$ cat src/rtl/cpu_clk_ctrl_if.sv
// cpu_clk_ctrl_if: debug/config requests in (master drives), CPU enable and status out (slave drives)
interface cpu_clk_ctrl_if #(
  parameter int DIV_W  = 32,
  parameter int STEP_W = 8
);
  logic              cfg_wr;
  logic [DIV_W-1:0]  cfg_div;
  logic              run_req;
  logic              halt_req;
  logic              step_req;
  logic [STEP_W-1:0] step_n;
  logic              bkpt_hit;
  logic              cpu_ce;
  logic [1:0]        state;
  logic              busy;
  logic [31:0]       ce_count;
  modport master (
    output cfg_wr, cfg_div, run_req, halt_req, step_req, step_n, bkpt_hit,
    input  cpu_ce, state, busy, ce_count
  );
  modport slave (
    input  cfg_wr, cfg_div, run_req, halt_req, step_req, step_n, bkpt_hit,
    output cpu_ce, state, busy, ce_count
  );
endinterface

$ cat src/rtl/cpu_clk_ctrl.sv
// cpu_clk_ctrl: prescaled CPU clock-enable with HALT/RUN/STEP/BRK sequencing
//   clk, rst : system clock, synchronous active-high reset
//   bus      : cfg_wr/cfg_div, run/halt/step requests, step_n, bkpt_hit in;
//              cpu_ce, state (HALT=0 RUN=1 STEP=2 BRK=3), busy, ce_count out
module cpu_clk_ctrl #(
  parameter int              DIV_W       = 32,
  parameter logic [DIV_W-1:0] DEFAULT_DIV = 131071,
  parameter int              STEP_W      = 8
) (
  input  logic             clk,
  input  logic             rst,
  cpu_clk_ctrl_if.slave    bus
);
  typedef enum logic [1:0] {HALT = 2'd0, RUN = 2'd1, STEP = 2'd2, BRK = 2'd3} state_t;
  state_t            st, st_n;
  logic [DIV_W-1:0]  cnt, div_reg;
  logic [STEP_W-1:0] step_left, step_left_n;
  logic              tick, ce_n, step_ok;
  // a divisor write restarts the period, so that cycle never ticks
  assign tick    = (cnt == div_reg) && !bus.cfg_wr;
  assign step_ok = bus.step_req && (bus.step_n != '0);
  assign bus.state = st;
  always_comb begin
    st_n        = st;
    step_left_n = step_left;
    ce_n        = 1'b0;
    case (st)
      RUN: begin
        if (bus.halt_req) st_n = HALT;
        else if (bus.bkpt_hit) st_n = BRK;
        else ce_n = tick;
      end
      STEP: begin
        if (bus.halt_req || bus.bkpt_hit) begin
          st_n        = bus.halt_req ? HALT : BRK;
          step_left_n = '0;
        end else if (tick) begin
          ce_n        = 1'b1;
          step_left_n = step_left - STEP_W'(1);
          st_n        = (step_left == STEP_W'(1)) ? HALT : STEP;
        end
      end
      default: begin
        // HALT and BRK both ignore bkpt_hit
        if (bus.halt_req) st_n = HALT;
        else if (bus.run_req) st_n = RUN;
        else if (step_ok) begin
          st_n        = STEP;
          step_left_n = bus.step_n;
        end
      end
    endcase
  end
  always_ff @(posedge clk) begin
    if (rst) begin
      st           <= HALT;
      cnt          <= '0;
      div_reg      <= DEFAULT_DIV;
      step_left    <= '0;
      bus.cpu_ce   <= 1'b0;
      bus.busy     <= 1'b0;
      bus.ce_count <= '0;
    end else begin
      st           <= st_n;
      step_left    <= step_left_n;
      bus.cpu_ce   <= ce_n;
      bus.busy     <= (st_n == RUN) || (st_n == STEP);
      bus.ce_count <= bus.ce_count + {31'b0, bus.cpu_ce};
      cnt          <= (bus.cfg_wr || tick) ? '0 : cnt + DIV_W'(1);
      if (bus.cfg_wr) div_reg <= bus.cfg_div;
    end
  end
endmodule

$ cat src/flat_wrapper.sv
// flat-port wrapper written by rule: the top's interface ports become plain ports
module cpu_clk_ctrl_flat 
#(
  parameter int              DIV_W       = 32,
  parameter logic [DIV_W-1:0] DEFAULT_DIV = 131071,
  parameter int              STEP_W      = 8
)
  (clk, rst, bus_cfg_wr, bus_cfg_div, bus_run_req, bus_halt_req, bus_step_req, bus_step_n, bus_bkpt_hit, bus_cpu_ce, bus_state, bus_busy, bus_ce_count);
  cpu_clk_ctrl_if #(.DIV_W(DIV_W), .STEP_W(STEP_W)) bus_i ();
  input  logic clk;
  input  logic rst;
  input wire logic [$bits(bus_i.cfg_wr)-1:0] bus_cfg_wr;
  input wire logic [$bits(bus_i.cfg_div)-1:0] bus_cfg_div;
  input wire logic [$bits(bus_i.run_req)-1:0] bus_run_req;
  input wire logic [$bits(bus_i.halt_req)-1:0] bus_halt_req;
  input wire logic [$bits(bus_i.step_req)-1:0] bus_step_req;
  input wire logic [$bits(bus_i.step_n)-1:0] bus_step_n;
  input wire logic [$bits(bus_i.bkpt_hit)-1:0] bus_bkpt_hit;
  output wire logic [$bits(bus_i.cpu_ce)-1:0] bus_cpu_ce;
  output wire logic [$bits(bus_i.state)-1:0] bus_state;
  output wire logic [$bits(bus_i.busy)-1:0] bus_busy;
  output wire logic [$bits(bus_i.ce_count)-1:0] bus_ce_count;
  assign bus_i.cfg_wr = bus_cfg_wr;
  assign bus_i.cfg_div = bus_cfg_div;
  assign bus_i.run_req = bus_run_req;
  assign bus_i.halt_req = bus_halt_req;
  assign bus_i.step_req = bus_step_req;
  assign bus_i.step_n = bus_step_n;
  assign bus_i.bkpt_hit = bus_bkpt_hit;
  assign bus_cpu_ce = bus_i.cpu_ce;
  assign bus_state = bus_i.state;
  assign bus_busy = bus_i.busy;
  assign bus_ce_count = bus_i.ce_count;
  cpu_clk_ctrl #(.DIV_W(DIV_W), .DEFAULT_DIV(DEFAULT_DIV), .STEP_W(STEP_W)) u_core (.clk(clk), .rst(rst), .bus(bus_i));
endmodule
$ cat config.mk
export PLATFORM = sky130hd
export DESIGN_NAME = cpu_clk_ctrl_flat
export DESIGN_NICKNAME = d
export VERILOG_FILES = /design/src/rtl/cpu_clk_ctrl_if.sv /design/src/rtl/cpu_clk_ctrl.sv /design/src/flat_wrapper.sv
export SDC_FILE = /design/constraint.sdc
export NUM_CORES = 1
export LEC_CHECK = 0
export ABC_AREA = 1
export ABC_CLOCK_PERIOD_IN_PS = 4100
export CORE_UTILIZATION = 59
export DETAILED_ROUTE_END_ITERATION = 8
export PLACE_DENSITY_LB_ADDON = 0.3
export SLEW_MARGIN = 5
export SYNTH_ARGS = -nofsm -noshare
export SYNTH_HDL_FRONTEND = slang
export SYNTH_SLANG_ARGS = --single-unit
$ cat constraint.sdc
create_clock -name clk -period 4.1 [get_ports clk]
set_input_delay 0.615 -clock clk [delete_from_list [all_inputs] [get_ports clk]]
set_output_delay 0.615 -clock clk [all_outputs]
set_load 0.005 [all_outputs]
======== After elaboration in Yosys (flattened, before gate mapping) ========
Cells that the tools add are included.
cells by class
  add/sub/neg operators ................... 3
  equal/unequal tests ..................... 9
  multiplexer cells ....................... 21
  bitwise operators ....................... 1
  reductions and logical operators ........ 10
operators by type and width
  cell                                                                 number
  8-bit 2-to-1 mux                                                     5
  32-bit by 1-bit adder with 32-bit output                             1
  32-bit by 1-bit adder with 32-bit output (second input constant)     1
  32-bit == test                                                       1
  2-bit 2-to-1 mux                                                     9
  8-bit case mux with 2 select lines                                   1
  8-bit by 1-bit == test with 1-bit output (second input constant)     1
  8-bit nonzero test                                                   1
  8-bit by 1-bit subtractor with 8-bit output (second input constant)  1
  5-bit AND reduction                                                  1
  2-bit by 1-bit == test with 1-bit output (second input constant)     2
  2-bit == test (second input constant)                                2
  1-bit 2-to-1 mux                                                     4
  2-bit by 1-bit != test with 1-bit output (second input constant)     2
  2-bit case mux with 2 select lines                                   1
  1-bit logical OR                                                     3
  3-bit by 1-bit != test with 1-bit output (second input constant)     1
  1-bit logical AND                                                    2
  1-bit case mux with 2 select lines                                   1
  2-bit nonzero test                                                   1
  2-bit OR reduction                                                   1
  1-bit logical NOT                                                    1
  1-bit inverter                                                       1
word-level totals
  bits in registers ....................... 108
  input bits .............................. 47
  output and inout bits ................... 36
  word-level logic and storage cells ...... 51

======== Depth between registers and ports, before layout ========
  depth after elaboration ................. 8
  gate-level depth with buffers ........... 15

======== Least setup slack after synthesis ========
No wires, ideal clock.
  path kind ............................... register -> register
  start point ............................. reg u_core.bus.ce_count[0]
  end point ............................... reg u_core.bus.ce_count[24]
  library setup time ...................... 119 ps
  arrival time ............................ 1,812 ps
  required time ........................... 3,981 ps
  slack ................................... 2,168 ps
  cell stages (with the launch flop) ...... 12
  period minus slack after synthesis ...... 1,932 ps
  cells stage by stage .................... dfxtp_1 ha_1 ha_1 nand2_1 inv_1 nand2_1 nor3_1 nand4_1 nor4_1 nand2_1 o21ai_0 a21oi_1
on the way
  longest elaborated chain between the ends .. 1
ends and longest elaborated chain
  element                                   line                   source
  from (decl)                               cpu_clk_ctrl_if.sv:23  output cpu_ce, state, busy, ce_count
  from (signal assigned)                    cpu_clk_ctrl.sv:68     bus.ce_count <= bus.ce_count + {31'b0, bus.cpu_ce};
  32-bit by 1-bit adder with 32-bit output  cpu_clk_ctrl.sv:68
No other way between the ends.
A chain may end at the register's enable or synchronous reset.

======== Final worst setup path ========
  start point ............................. in bus_cfg_wr
  end point ............................... reg u_core.cnt[24]
on the way
  longest elaborated chain between the ends .. 4
ends and longest elaborated chain
  element                                line                source
  from (decl)                            flat_wrapper.sv:12  input wire logic [$bits(bus_i.cfg_wr)-1:0] bus_cfg_wr;
  1-bit logical NOT                      cpu_clk_ctrl.sv:20  assign tick = (cnt == div_reg) && !bus.cfg_wr;
  1-bit logical AND                      cpu_clk_ctrl.sv:20
  1-bit logical OR *                     cpu_clk_ctrl.sv:69  cnt <= (bus.cfg_wr || tick) ? '0 : cnt + DIV_W'(1);
  2-bit OR reduction (no source line) *  -
  to (signal assigned)                   cpu_clk_ctrl.sv:69
  to (decl)                              cpu_clk_ctrl.sv:16  logic [DIV_W-1:0] cnt, div_reg;
Mark *: on every way between the ends. The rest lies on a longest branch, timed or not.

==> impl_metrics.ini <==
[layout]
nNetsFinal = 918
diodes = 0
final_cells = 977
final_layout_size_suffix_gt1_share_pct = 6.10
syn_to_final_growth_pct = 19.3

[cts]
cts.path.max_buffers = 2
h-tree-depth = 3
cts_sinks = 108
cts.clk_slew.worst_paths_ps = 100
cts_hold_buf = 0
clock-root-buffer = clkbuf_8
post-cts-setup-buffers = 0
cts_tree = done
cts-resized-gates = 0
clock_latency_ps = 380
cts_buffers = 9

[floorplanning]
rows = 34
core_area_mm2 = 0.00889
start_util_pct = 62.1
die_area_mm2 = 0.00974
die_y_um = 98.7
die-width_um = 98.7
io_pins = 83

[timing]
fmax_mhz = 366
skew_ps = 14.1
tightest_slew_ps = 1150
min_period_ps = 2730
rsz0062_at_grt = no
report.final.slew_viol_count = 0
period_share_pct = 66.7
fin_setup_tns_ps = 0
setup_viol = 0
hold_ws_ps = 488
finalHoldViolCount = 0
slew_headroom_pct = 23.4

[routing]
vias_per_cell = 5.57
firstDrtPassIters = 5
ant_nets = 0
vias = 5440
drcViolationCount = 0
dr.first_iter.drc_count = 237
routed_wl_um = 13700
wire_per_inst_um = 14.0

[worst_setup_path]
crit_type = input pin to register
cp_slowest_cell = nand2_1
startpoint_type = input pin
worstPathArrival_ps = 3060
path_cells = clkdlybuf4s50_1, buf_4, nor2_1, nand2_1, a31oi_1, o21a_1
critPathRequiredTime_ps = 4420
reg2reg_slack_ps = 1550
r2r-end = u_core.cnt[24]$_SDFF_PP0_
path_buf_inv = 2
critPathTopFamily = buffers and inverters
slowest_delay_ps = 660
r2r-start = u_core.cnt[16]$_SDFF_PP0_
ff2ff_path_depth = 9
end_kind = register
critPathMaxFanout = 31

[pwr]
max-vdd-ir-drop_mv = 0.191
sw_frac_of_total_pct = 28.1
powerDensity_mw_per_mm2 = 303
pwr-share-clk_pct = 29.6
total_leakage_power_nw = 2.52
p_sw_mw = 0.559
p_comb_share_pct = 14.2
pwr-share-seq_pct = 56.1
p_int_mw = 1.43

[global_routing]
overflow = 0
grt_pass1_wl_um = 22700
grt_pass1_vias = 5098
antenna_found_initial = 0
grt_start_max_net_pins = 51
grt_usage_pct = 28.8

[placed_design]
numPortBuffers = 82
dp.cells = 961
hpwl_um = 10000
gp_congestion = 0.942

[worst_hold_path]
holdPathEnd = u_core.div_reg[7]$_SDFFE_PP1P_
hold_path_depth = 2
hp-class = register to register
min_from = u_core.div_reg[7]$_SDFFE_PP1P_

[synth]
yosysSeqAreaShare_pct = 39.2
syn_inst = 788
syn_area_mm2 = 0.00552
ys_ff_latch = 108
synth_flop_cell = dfxtp_1
synth_nets = 842
postSynth.asyncResetShare_pct = 0
ys_warn_count = 0
synth_edf_count = 0
synth_cell_types = 41
syn_area_per_cell_um2 = 7.00

[job]
drv_cap = 0

[status]
outcome = finished, final reports clean
==> routing by layer <==
layer | up-vias | GRT usage (%) | wire, um
li1 | 2709 | - | -
met1 | 2500 | 34.3 | 5660
met2 | 195 | 50.4 | 6600
met3 | 36 | 6.95 | 1130
met4 | 0 | 10.2 | 282
met5 | - | 0 | 0
==> worst max path at each step <==
stage                                 startpoint                                 end  cells past startpoint
6_report                              bus_cfg_wr           u_core.cnt[24]$_SDFF_PP0_                      6
5_1_grt                               bus_cfg_wr    u_core.step_left[5]$_SDFFE_PP0P_                      8
4_1_cts                               bus_cfg_wr    u_core.step_left[5]$_SDFFE_PP0P_                      8
3_5_place_dp                          bus_cfg_wr    u_core.step_left[5]$_SDFFE_PP0P_                      8
3_3_place_gp                          bus_cfg_wr    u_core.step_left[3]$_SDFFE_PP0P_                      8
2_1_floorplan  u_core.bus.ce_count[0]$_SDFF_PP0_  u_core.bus.ce_count[24]$_SDFF_PP0_                     11
==> placed cells by master, fill, tap and decap left out, types with 3 or more instances in the layout <==
master	n
nor2_2	6
nand4_1	20
nand3_1	28
xor2_1	9
o21ai_0	53
buf_4	3
nor2_1	110
clkinv_2	3
nor4_1	7
clkbuf_8	9
nor2_4	4
nand2_1	162
clkdlybuf4s50_1	82
nor4_2	3
dfxtp_1	108
ha_1	7
xnor2_1	24
nor3b_1	10
nor3_2	5
o21a_1	5
a31oi_1	7
nor3_1	23
nand3_2	3
a21oi_1	50
inv_1	99
nand2_2	4
==> area by class of cell <==
class,instances,area (um^2)
Clock buffer,10,128
Clock inverter,6,40.0
Fill cell,703,2310
Inverter,102,383
Multi-Input combinational cell,558,2890
Sequential cell,108,2160
Tap cell,108,135
Timing Repair Buffer,85,843
==> power groups by stage <==
stage                     sequential, mW  combinational (mW)  clock [mW]
after floorplan                     1.13               0.182           0
after global placement              1.14               0.272           0
after detailed placement            1.14               0.279           0
after CTS                           1.12               0.282       0.596
after global routing                1.12               0.320       0.635
final                               1.12               0.284       0.590
==> worst min-delay path: stages, from the launching register on <==
cell and delay (ps):
dfxtp_1 320, inv_1 60, o21ai_0 70
==> Yosys cell counts (4+ instances only) <==
cell        n  area, um^2
xnor2_1    24         210
a31oi_1     7        43.8
nor4_1      7        43.8
nand2_1   162         608
nand3_1    28         140
nor3_2      5        50.1
xor2_1      9        78.8
nand4_1    20         125
nor2_1    110         413
buf_2       5        25.0
buf_1       5        18.8
nor2_2      6        37.5
o21ai_0    53         265
ha_1        7        87.6
nor2_4      4        45.0
inv_1      99         372
nand2_2     4        25.0
nor3_1     23         115
clkbuf_1   10        37.5
nor3b_1    10        75.1
dfxtp_1   108        2160
o21a_1      5        37.5
a21oi_1    50         250
==> through the flow <==
step                      total power [mW]  cell area (um^2)  util [%]  setup WS (ps)
after global placement                1.41              6410      72.2           1120
final                                 1.99              6580      74.0           1370
after CTS                             2.00              6580      74.0           1370
after floorplan                       1.32              5520         -           2170
after global routing                  2.08              6580      74.0           1080
after detailed placement              1.42              6410      72.2           1010
==> cell families (layout without fill, tap and decap cells) <==
logic type                 Yosys count  after routing  synth area share (%)
and+or+nand+nor                    393            393                  33.3
adders and majority gates            7              7                  1.59
DFF                                108            108                  39.2
AOI/OAI and AO/OA                  125            125                  12.3
xor gates and xnor gates            33             33                  5.24
buffers and inverters              122            203                  8.41
(Power assumes the default switching activity.)
